[config.mk]
export PLATFORM = sky130hd
export DESIGN_NAME = mm_sequencer
export DESIGN_NICKNAME = d
export VERILOG_FILES = /design/src/rtl/mm_sequencer.sv
export SDC_FILE = /design/constraint.sdc
export NUM_CORES = 1
export LEC_CHECK = 0
export ABC_AREA = 1
export CAP_MARGIN = 20
export CORE_MARGIN = 8
export CORE_UTILIZATION = 50
export CTS_CLUSTER_DIAMETER = 30
export DETAILED_ROUTE_END_ITERATION = 10
export DONT_BUFFER_PORTS = 1
export PLACE_DENSITY_LB_ADDON = 0.12
export SLEW_MARGIN = 0
export SYNTH_ARGS = -nofsm -noshare
export SYNTH_HDL_FRONTEND = slang
export SYNTH_SLANG_ARGS = --single-unit
export TNS_END_PERCENT = 50
[constraint.sdc]
create_clock -name clk_in -period 1.96 [get_ports clk_in]
set_input_delay 0.294 -clock clk_in [delete_from_list [all_inputs] [get_ports clk_in]]
set_output_delay 0.294 -clock clk_in [all_outputs]
set_load 0.03 [all_outputs]
[src/rtl/mm_sequencer.sv]
// Sequences a matrix-multiply sweep: fetches one A word per step and streams its s vector.
// Latency: A word presented MEM_LAT+1 cycles after FETCH_A entry; s beats follow as the prefetch FIFO fills.
// Backpressure: A and s streams hold until ready; s prefetch stalls when FIFO plus in-flight reads reach SFIFO.
//
// Ports:
//   clk_in, rst_in            clock and asynchronous active-low reset
//   start / busy / done       sweep control and status (done is a one-cycle pulse)
//   a_rd_en/a_addr/a_rd_data  A memory read port (fixed MEM_LAT read latency)
//   s_rd_en/s_addr/s_rd_data  s memory read port (fixed MEM_LAT read latency)
//   A_valid/pk_A/A_idx/A_ready  A word stream to the multiplier, h_out is the current row tag
//   s_valid/sk_s/s_idx/s_ready  s value stream to the multiplier
//   B_valid/B_ready/beat_count  multiplier output beat monitor
module mm_sequencer #(
  parameter int ROWS    = 28,
  parameter int A_COUNT = 4,
  parameter int S_COUNT = 783,
  parameter int MEM_LAT = 2,
  parameter int SFIFO   = 4
) (
  input  logic        clk_in,
  input  logic        rst_in,
  input  logic        start,
  output logic        busy,
  output logic        done,
  output logic        a_rd_en,
  output logic [9:0]  a_addr,
  input  logic [35:0] a_rd_data,
  output logic        s_rd_en,
  output logic [9:0]  s_addr,
  input  logic [1:0]  s_rd_data,
  output logic        A_valid,
  output logic [35:0] pk_A,
  output logic [9:0]  A_idx,
  input  logic        A_ready,
  output logic        s_valid,
  output logic [1:0]  sk_s,
  output logic [9:0]  s_idx,
  input  logic        s_ready,
  output logic [9:0]  h_out,
  input  logic        B_valid,
  input  logic        B_ready,
  output logic [19:0] beat_count
);

  localparam logic [9:0]  A_LAST     = 10'(A_COUNT - 1);
  localparam logic [9:0]  ROW_LAST   = 10'(ROWS - 1);
  localparam logic [9:0]  S_LAST     = 10'(S_COUNT - 1);
  localparam logic [9:0]  A_CNT      = 10'(A_COUNT);
  localparam logic [19:0] BEAT_TOTAL = 20'(ROWS * A_COUNT * S_COUNT);
  localparam logic [19:0] BEAT_MAX   = '1;
  localparam int          PW         = (SFIFO > 1) ? $clog2(SFIFO) : 1;
  localparam int          CW         = $clog2(SFIFO + 1);
  localparam logic [PW-1:0] PTR_LAST = PW'(SFIFO - 1);

  typedef enum logic [2:0] {
    IDLE, FETCH_A, PRESENT_A, STREAM_S, ADVANCE, DRAIN, FINISH
  } state_t;

  state_t         state_q, state_d;
  logic           busy_q, busy_d;
  logic [9:0]     row_q, row_d;
  logic [9:0]     a_q, a_d;
  logic [19:0]    beat_q, beat_d;
  logic           a_issued_q, a_issued_d;
  logic [35:0]    pk_a_q, pk_a_d;
  logic [MEM_LAT-1:0] a_vld_pipe_q, a_vld_pipe_d;

  // s prefetch: read index, active flag and a latency-matched pipe of in-flight indices
  logic [9:0]     s_rd_idx_q, s_rd_idx_d;
  logic           s_pref_q, s_pref_d;
  logic [MEM_LAT-1:0] s_vld_pipe_q, s_vld_pipe_d;
  logic [9:0]     s_idx_pipe_q [MEM_LAT];
  logic [9:0]     s_idx_pipe_d [MEM_LAT];

  // s FIFO
  logic [1:0]     fifo_dat_q [SFIFO];
  logic [9:0]     fifo_idx_q [SFIFO];
  logic [PW-1:0]  wr_ptr_q, wr_ptr_d;
  logic [PW-1:0]  rd_ptr_q, rd_ptr_d;
  logic [CW-1:0]  fifo_cnt_q, fifo_cnt_d;
  logic           fifo_push, fifo_pop;

  logic [7:0]     in_flight;
  logic           pref_restart;

  assign busy       = busy_q;
  assign a_addr     = row_q * A_CNT + a_q;
  assign s_addr     = s_rd_idx_q;
  assign pk_A       = pk_a_q;
  assign A_idx      = a_q;
  assign h_out      = row_q;
  assign sk_s       = fifo_dat_q[rd_ptr_q];
  assign s_idx      = fifo_idx_q[rd_ptr_q];
  assign beat_count = beat_q;

  always_comb begin
    state_d      = state_q;
    busy_d       = busy_q;
    row_d        = row_q;
    a_d          = a_q;
    beat_d       = beat_q;
    a_issued_d   = a_issued_q;
    pk_a_d       = pk_a_q;
    s_rd_idx_d   = s_rd_idx_q;
    s_pref_d     = s_pref_q;
    a_vld_pipe_d = '0;
    s_vld_pipe_d = '0;
    wr_ptr_d     = wr_ptr_q;
    rd_ptr_d     = rd_ptr_q;
    fifo_cnt_d   = fifo_cnt_q;
    a_rd_en      = 1'b0;
    A_valid      = 1'b0;
    s_valid      = 1'b0;
    done         = 1'b0;
    pref_restart = 1'b0;

    // Occupancy counts the head being popped this cycle, so the bound is conservative
    // and the FIFO can never overflow.
    in_flight = '0;
    for (int i = 0; i < MEM_LAT; i++) begin
      in_flight = in_flight + 8'(s_vld_pipe_q[i]);
    end
    s_rd_en = s_pref_q && ((8'(fifo_cnt_q) + in_flight) < 8'(SFIFO));

    case (state_q)
      IDLE: begin
        if (start) begin
          busy_d       = 1'b1;
          row_d        = '0;
          a_d          = '0;
          beat_d       = '0;
          pref_restart = 1'b1;
          state_d      = FETCH_A;
        end
      end
      FETCH_A: begin
        a_rd_en = !a_issued_q;
        if (!a_issued_q) a_issued_d = 1'b1;
        if (a_vld_pipe_q[MEM_LAT-1]) begin
          pk_a_d     = a_rd_data;
          a_issued_d = 1'b0;
          state_d    = PRESENT_A;
        end
      end
      PRESENT_A: begin
        A_valid = 1'b1;
        if (A_ready) state_d = STREAM_S;
      end
      STREAM_S: begin
        s_valid = (fifo_cnt_q != '0);
        if (s_valid && s_ready && (s_idx == S_LAST)) state_d = ADVANCE;
      end
      ADVANCE: begin
        if (a_q == A_LAST) begin
          a_d   = '0;
          row_d = row_q + 10'd1;
        end else begin
          a_d = a_q + 10'd1;
        end
        if ((a_q == A_LAST) && (row_q == ROW_LAST)) begin
          state_d = DRAIN;
        end else begin
          pref_restart = 1'b1;
          state_d      = FETCH_A;
        end
      end
      // Extra beats beyond the expected total still release the drain.
      DRAIN: begin
        if (beat_q >= BEAT_TOTAL) state_d = FINISH;
      end
      FINISH: begin
        done    = 1'b1;
        busy_d  = 1'b0;
        state_d = IDLE;
      end
      default: state_d = IDLE;
    endcase

    if (busy_q && B_valid && B_ready && (beat_q != BEAT_MAX)) beat_d = beat_q + 20'd1;

    // Each A word restarts the s sweep at index 0; the previous sweep is fully
    // consumed by then, so a restart never collides with an active prefetch.
    if (pref_restart) begin
      s_pref_d   = 1'b1;
      s_rd_idx_d = '0;
    end else if (s_rd_en) begin
      if (s_rd_idx_q == S_LAST) s_pref_d = 1'b0;
      else                      s_rd_idx_d = s_rd_idx_q + 10'd1;
    end

    a_vld_pipe_d[0]   = a_rd_en;
    s_vld_pipe_d[0]   = s_rd_en;
    s_idx_pipe_d[0]   = s_rd_idx_q;
    for (int i = 1; i < MEM_LAT; i++) begin
      a_vld_pipe_d[i] = a_vld_pipe_q[i-1];
      s_vld_pipe_d[i] = s_vld_pipe_q[i-1];
      s_idx_pipe_d[i] = s_idx_pipe_q[i-1];
    end

    fifo_push = s_vld_pipe_q[MEM_LAT-1];
    fifo_pop  = s_valid && s_ready;
    if (fifo_push) wr_ptr_d = (wr_ptr_q == PTR_LAST) ? '0 : wr_ptr_q + PW'(1);
    if (fifo_pop)  rd_ptr_d = (rd_ptr_q == PTR_LAST) ? '0 : rd_ptr_q + PW'(1);
    case ({fifo_push, fifo_pop})
      2'b10:   fifo_cnt_d = fifo_cnt_q + CW'(1);
      2'b01:   fifo_cnt_d = fifo_cnt_q - CW'(1);
      default: fifo_cnt_d = fifo_cnt_q;
    endcase
  end

  always_ff @(posedge clk_in or negedge rst_in) begin
    if (!rst_in) begin
      state_q      <= IDLE;
      busy_q       <= 1'b0;
      row_q        <= '0;
      a_q          <= '0;
      beat_q       <= '0;
      a_issued_q   <= 1'b0;
      pk_a_q       <= '0;
      a_vld_pipe_q <= '0;
      s_rd_idx_q   <= '0;
      s_pref_q     <= 1'b0;
      s_vld_pipe_q <= '0;
      for (int i = 0; i < MEM_LAT; i++) s_idx_pipe_q[i] <= '0;
      wr_ptr_q     <= '0;
      rd_ptr_q     <= '0;
      fifo_cnt_q   <= '0;
    end else begin
      state_q      <= state_d;
      busy_q       <= busy_d;
      row_q        <= row_d;
      a_q          <= a_d;
      beat_q       <= beat_d;
      a_issued_q   <= a_issued_d;
      pk_a_q       <= pk_a_d;
      a_vld_pipe_q <= a_vld_pipe_d;
      s_rd_idx_q   <= s_rd_idx_d;
      s_pref_q     <= s_pref_d;
      s_vld_pipe_q <= s_vld_pipe_d;
      for (int i = 0; i < MEM_LAT; i++) s_idx_pipe_q[i] <= s_idx_pipe_d[i];
      wr_ptr_q     <= wr_ptr_d;
      rd_ptr_q     <= rd_ptr_d;
      fifo_cnt_q   <= fifo_cnt_d;
    end
  end

  // FIFO storage needs no reset: contents are only observed while the count is non-zero.
  always_ff @(posedge clk_in) begin
    if (fifo_push) begin
      fifo_dat_q[wr_ptr_q] <= s_rd_data;
      fifo_idx_q[wr_ptr_q] <= s_idx_pipe_q[MEM_LAT-1];
    end
  end

endmodule

==> results.cfg <==
[cts]
htreeDepth = 4
ctsHoldBuffers = 38
cts_buffers = 17
cts_root_buffer = clkbuf_16
cts_tree = built
clockBufferDepth = 2
path_clk_slew_ns = 0.07
numClockSinks = 171
clk_latency_ns = 0.43

[die]
core_region_area_sq_um = 15900
die_w_microns = 143
die_h_microns = 143
num_rows = 46
dieArea_sq_um = 20600
io_pins = 159
start_util_pct = 51.1

[sta]
setup-tns-final_ns = -1.73
rsz0062_at_grt = true
hold_viol = 123
worst_pin_slew_ns = 0.458
skew_ns = 0.0103
setup_viol = 6
period_needed_ns = 2.44
holdWs_ns = -0.448
relSlewSlack_pct = 69.2
max_freq_mhz = 409
fin_crit_sh_pct = 125
worst_slack_ns = -0.485
slew_violations = 0

[worst_setup_path]
critPathSlowestCell = dfrtp_2
ff2ff_setup_slack_ns = 0.12
cp.buffers_inverters = 2
crit_path_end_kind = output port
cp.arrival_ns = 2.15
r2r-start = A_idx[4]$_DFFE_PN0P_
crit_fanout = 2
startpoint_type = register
critPathTopFamily = adder cells
crit_chain = ha_4, inv_2, fa_2, o21ai_2, nand2_1, a21oi_2, nor2_2, xnor2_2, buf_6
crit_required_ns = 1.67
startpoint = h_out[0]$_DFFE_PN0P_
critPathKind = register to output port
slowest_delay_ns = 0.39

[synth]
synth_top_area_share_pct = 37.9
synthArstFlopShare_pct = 71.9
ys.warnings.count = 0
synth_cell_type_count = 34
synth_enable_flop_cells = 48
ys_seq_area_share_pct = 55.7
syn_area_per_cell_sq_um = 8.91
synth_seq_cells = 171
yosys.area.top_type = dfrtp_1
synth_nets = 978
syn_inst = 911
synth_ff_type = dfrtp_1
synthTopCellsByArea = dfrtp_1 (38%), edfxtp_1 (18%), nand2_1 (14%)
netlist_area_sq_um = 8110

[power_and_ir_drop]
ir_drop_v = 0.000977
p_seq_share_pct = 42.8
clkPwrFrac_pct = 23.8
pwr-share-comb_pct = 33.4
powerDensity_nw_per_um2 = 1380
p_switching_mw = 6.02
p_leak_nw = 4.82
p_int_mw = 8.02
swShare_pct = 42.9

[final_layout]
final_nets = 1104
layout_common_cells = nand2_1 (292), dfrtp_1 (116), buf_4 (93), inv_1 (88), nand3_1 (78)
multi_input_area_sq_um = 3200
stdcell_count = 1266
layout_commonest_cell = nand2_1
area_growth_pct = 25.3
final_cell_area_sq_um = 10200
seq_area_sq_um = 4530
fillCellCount = 1301
layout-drive-gt1-share_pct = 18.7
postLayoutCoreUtil_pct = 64.0
n_antenna_cell = 0

[place]
hpwl_mm = 13.8
gp_congestion = 0.851
placed_area_sq_um = 8960
dp_slack_ns = -0.0347
dpl.cell_count = 1188
io_buffers = 0

[run_status]
violations = negative hold slack, negative setup slack
status = complete, but fails checks

[route]
dr.pass1.iters = 5
viasPerCell = 5.08
post_drt_wl_per_cell_microns = 15.9
vias = 6435
drc = 0
wl_mm = 20.2
drt_iter0_markers = 303
ant_nets = 0

[global_routing]
grt_max_degree = 124
grt_pass1_wl_mm = 32.5
grt_overflow = 0
antenna_found_initial = 0
grt_pass1_vias = 6438
grt_use_total_pct = 20.1

[run]
drv_cap = 0

[hold_path]
hp-class = primary input to async pin
## flip-flops by register name, summed over array words and instances, names as in the netlist
register / count
s_addr: 10
fifo_dat_q: 8
A_idx: 10
rd_ptr_q: 2
s_idx_pipe_q: 10
fifo_cnt_q: 3
state_q: 3
a_issued_q: 1
fifo_idx_q: 40
wr_ptr_q: 2
s_vld_pipe_q: 2
s_idx_pipe_d: 10
beat_count: 20
h_out: 10
pk_A: 36
busy: 1
s_pref_q: 1
a_vld_pipe_q: 2
## cell families after synthesis
kind of cell             synth area share (%)
AND/OR/NAND/NOR                          24.3
flip-flops                               55.7
buffers and inverters                    7.42
AO/OA/AOI/OAI                            4.78
XOR/XNOR                                 4.21
adder cells (fa/ha/maj)                  3.58
## layout make-up
class / count / share of cell area (%)
multi-input cells: 606 / 31.5
well taps: 216 / 2.66
flip-flops and latches: 171 / 44.5
clock inverters: 14 / 1.48
repair buffers: 140 / 11.8
inverters: 101 / 3.80
clock buffers: 18 / 4.22
## Yosys cell counts, types with 2 or more instances
cell type    n
nor2_1      52
nand4_1     13
or2_2        2
o21ai_0     44
buf_6        3
ha_1        20
inv_2        7
buf_2        4
fa_1         2
buf_4       19
nand2_1    299
xnor2_1     10
xor2_1      29
nor2_2       2
edfxtp_1    48
clkbuf_1     7
nand3_1     78
inv_1       94
nor3_1      16
nor3_2       2
a21oi_1     18
dfrtp_1    123
o22ai_1      8
## path summary, 6_finish.rpt
| path | to | depth (start not counted) |
|---|---|---|
| max | a_addr[8] | 9 |
| min | beat_count[2]$_DFFE_PN0P_ | 0 |
| max reg2reg | s_addr[7]$_DFFE_PN0P_ | 10 |
| min reg2reg | a_vld_pipe_q[1]$_DFF_PN0_ | 0 |
| max in group asynchronous | A_idx[4]$_DFFE_PN0P_ | 0 |
| min in group clk_in | state_q[1]$_DFFE_PN0P_ | 3 |
## power groups by stage
stage | logic [mW] | registers, mW | clock network (mW)
2_1_floorplan | 3.03 | 6.06 | 0
3_3_place_gp | 4.28 | 6.05 | 0
3_5_place_dp | 4.44 | 6.07 | 0
4_1_cts | 4.59 | 6.02 | 3.39
5_1_grt | 5.22 | 6.13 | 3.56
6_report | 4.68 | 6.02 | 3.34
## stage by stage
stage	hold slack, ns	total power, mW
floorplan	-0.00159	9.09
global placement	0.00214	10.3
detailed placement	0.00122	10.5
CTS	-0.468	14.0
global route	-0.470	14.9
finish	-0.448	14.0
## metal layers
layer,vias to the layer above,global-route usage [%],wire (microns)
met4,0,6.81,272
li1,3165,-,-
met1,3051,24.0,8550
met3,23,6.93,1590
met2,196,33.4,9750
met5,-,0,0
## what timing repair did
item | 4_1_cts | 5_1_grt
endpoints found under the hold margin | 167 | 123
pin swaps | 15 | 15
setup buffers | 6 | 4
setup endpoints to repair | 18 | 31
resized for setup | 23 | 22
Power figures use the tool's default switching activity.
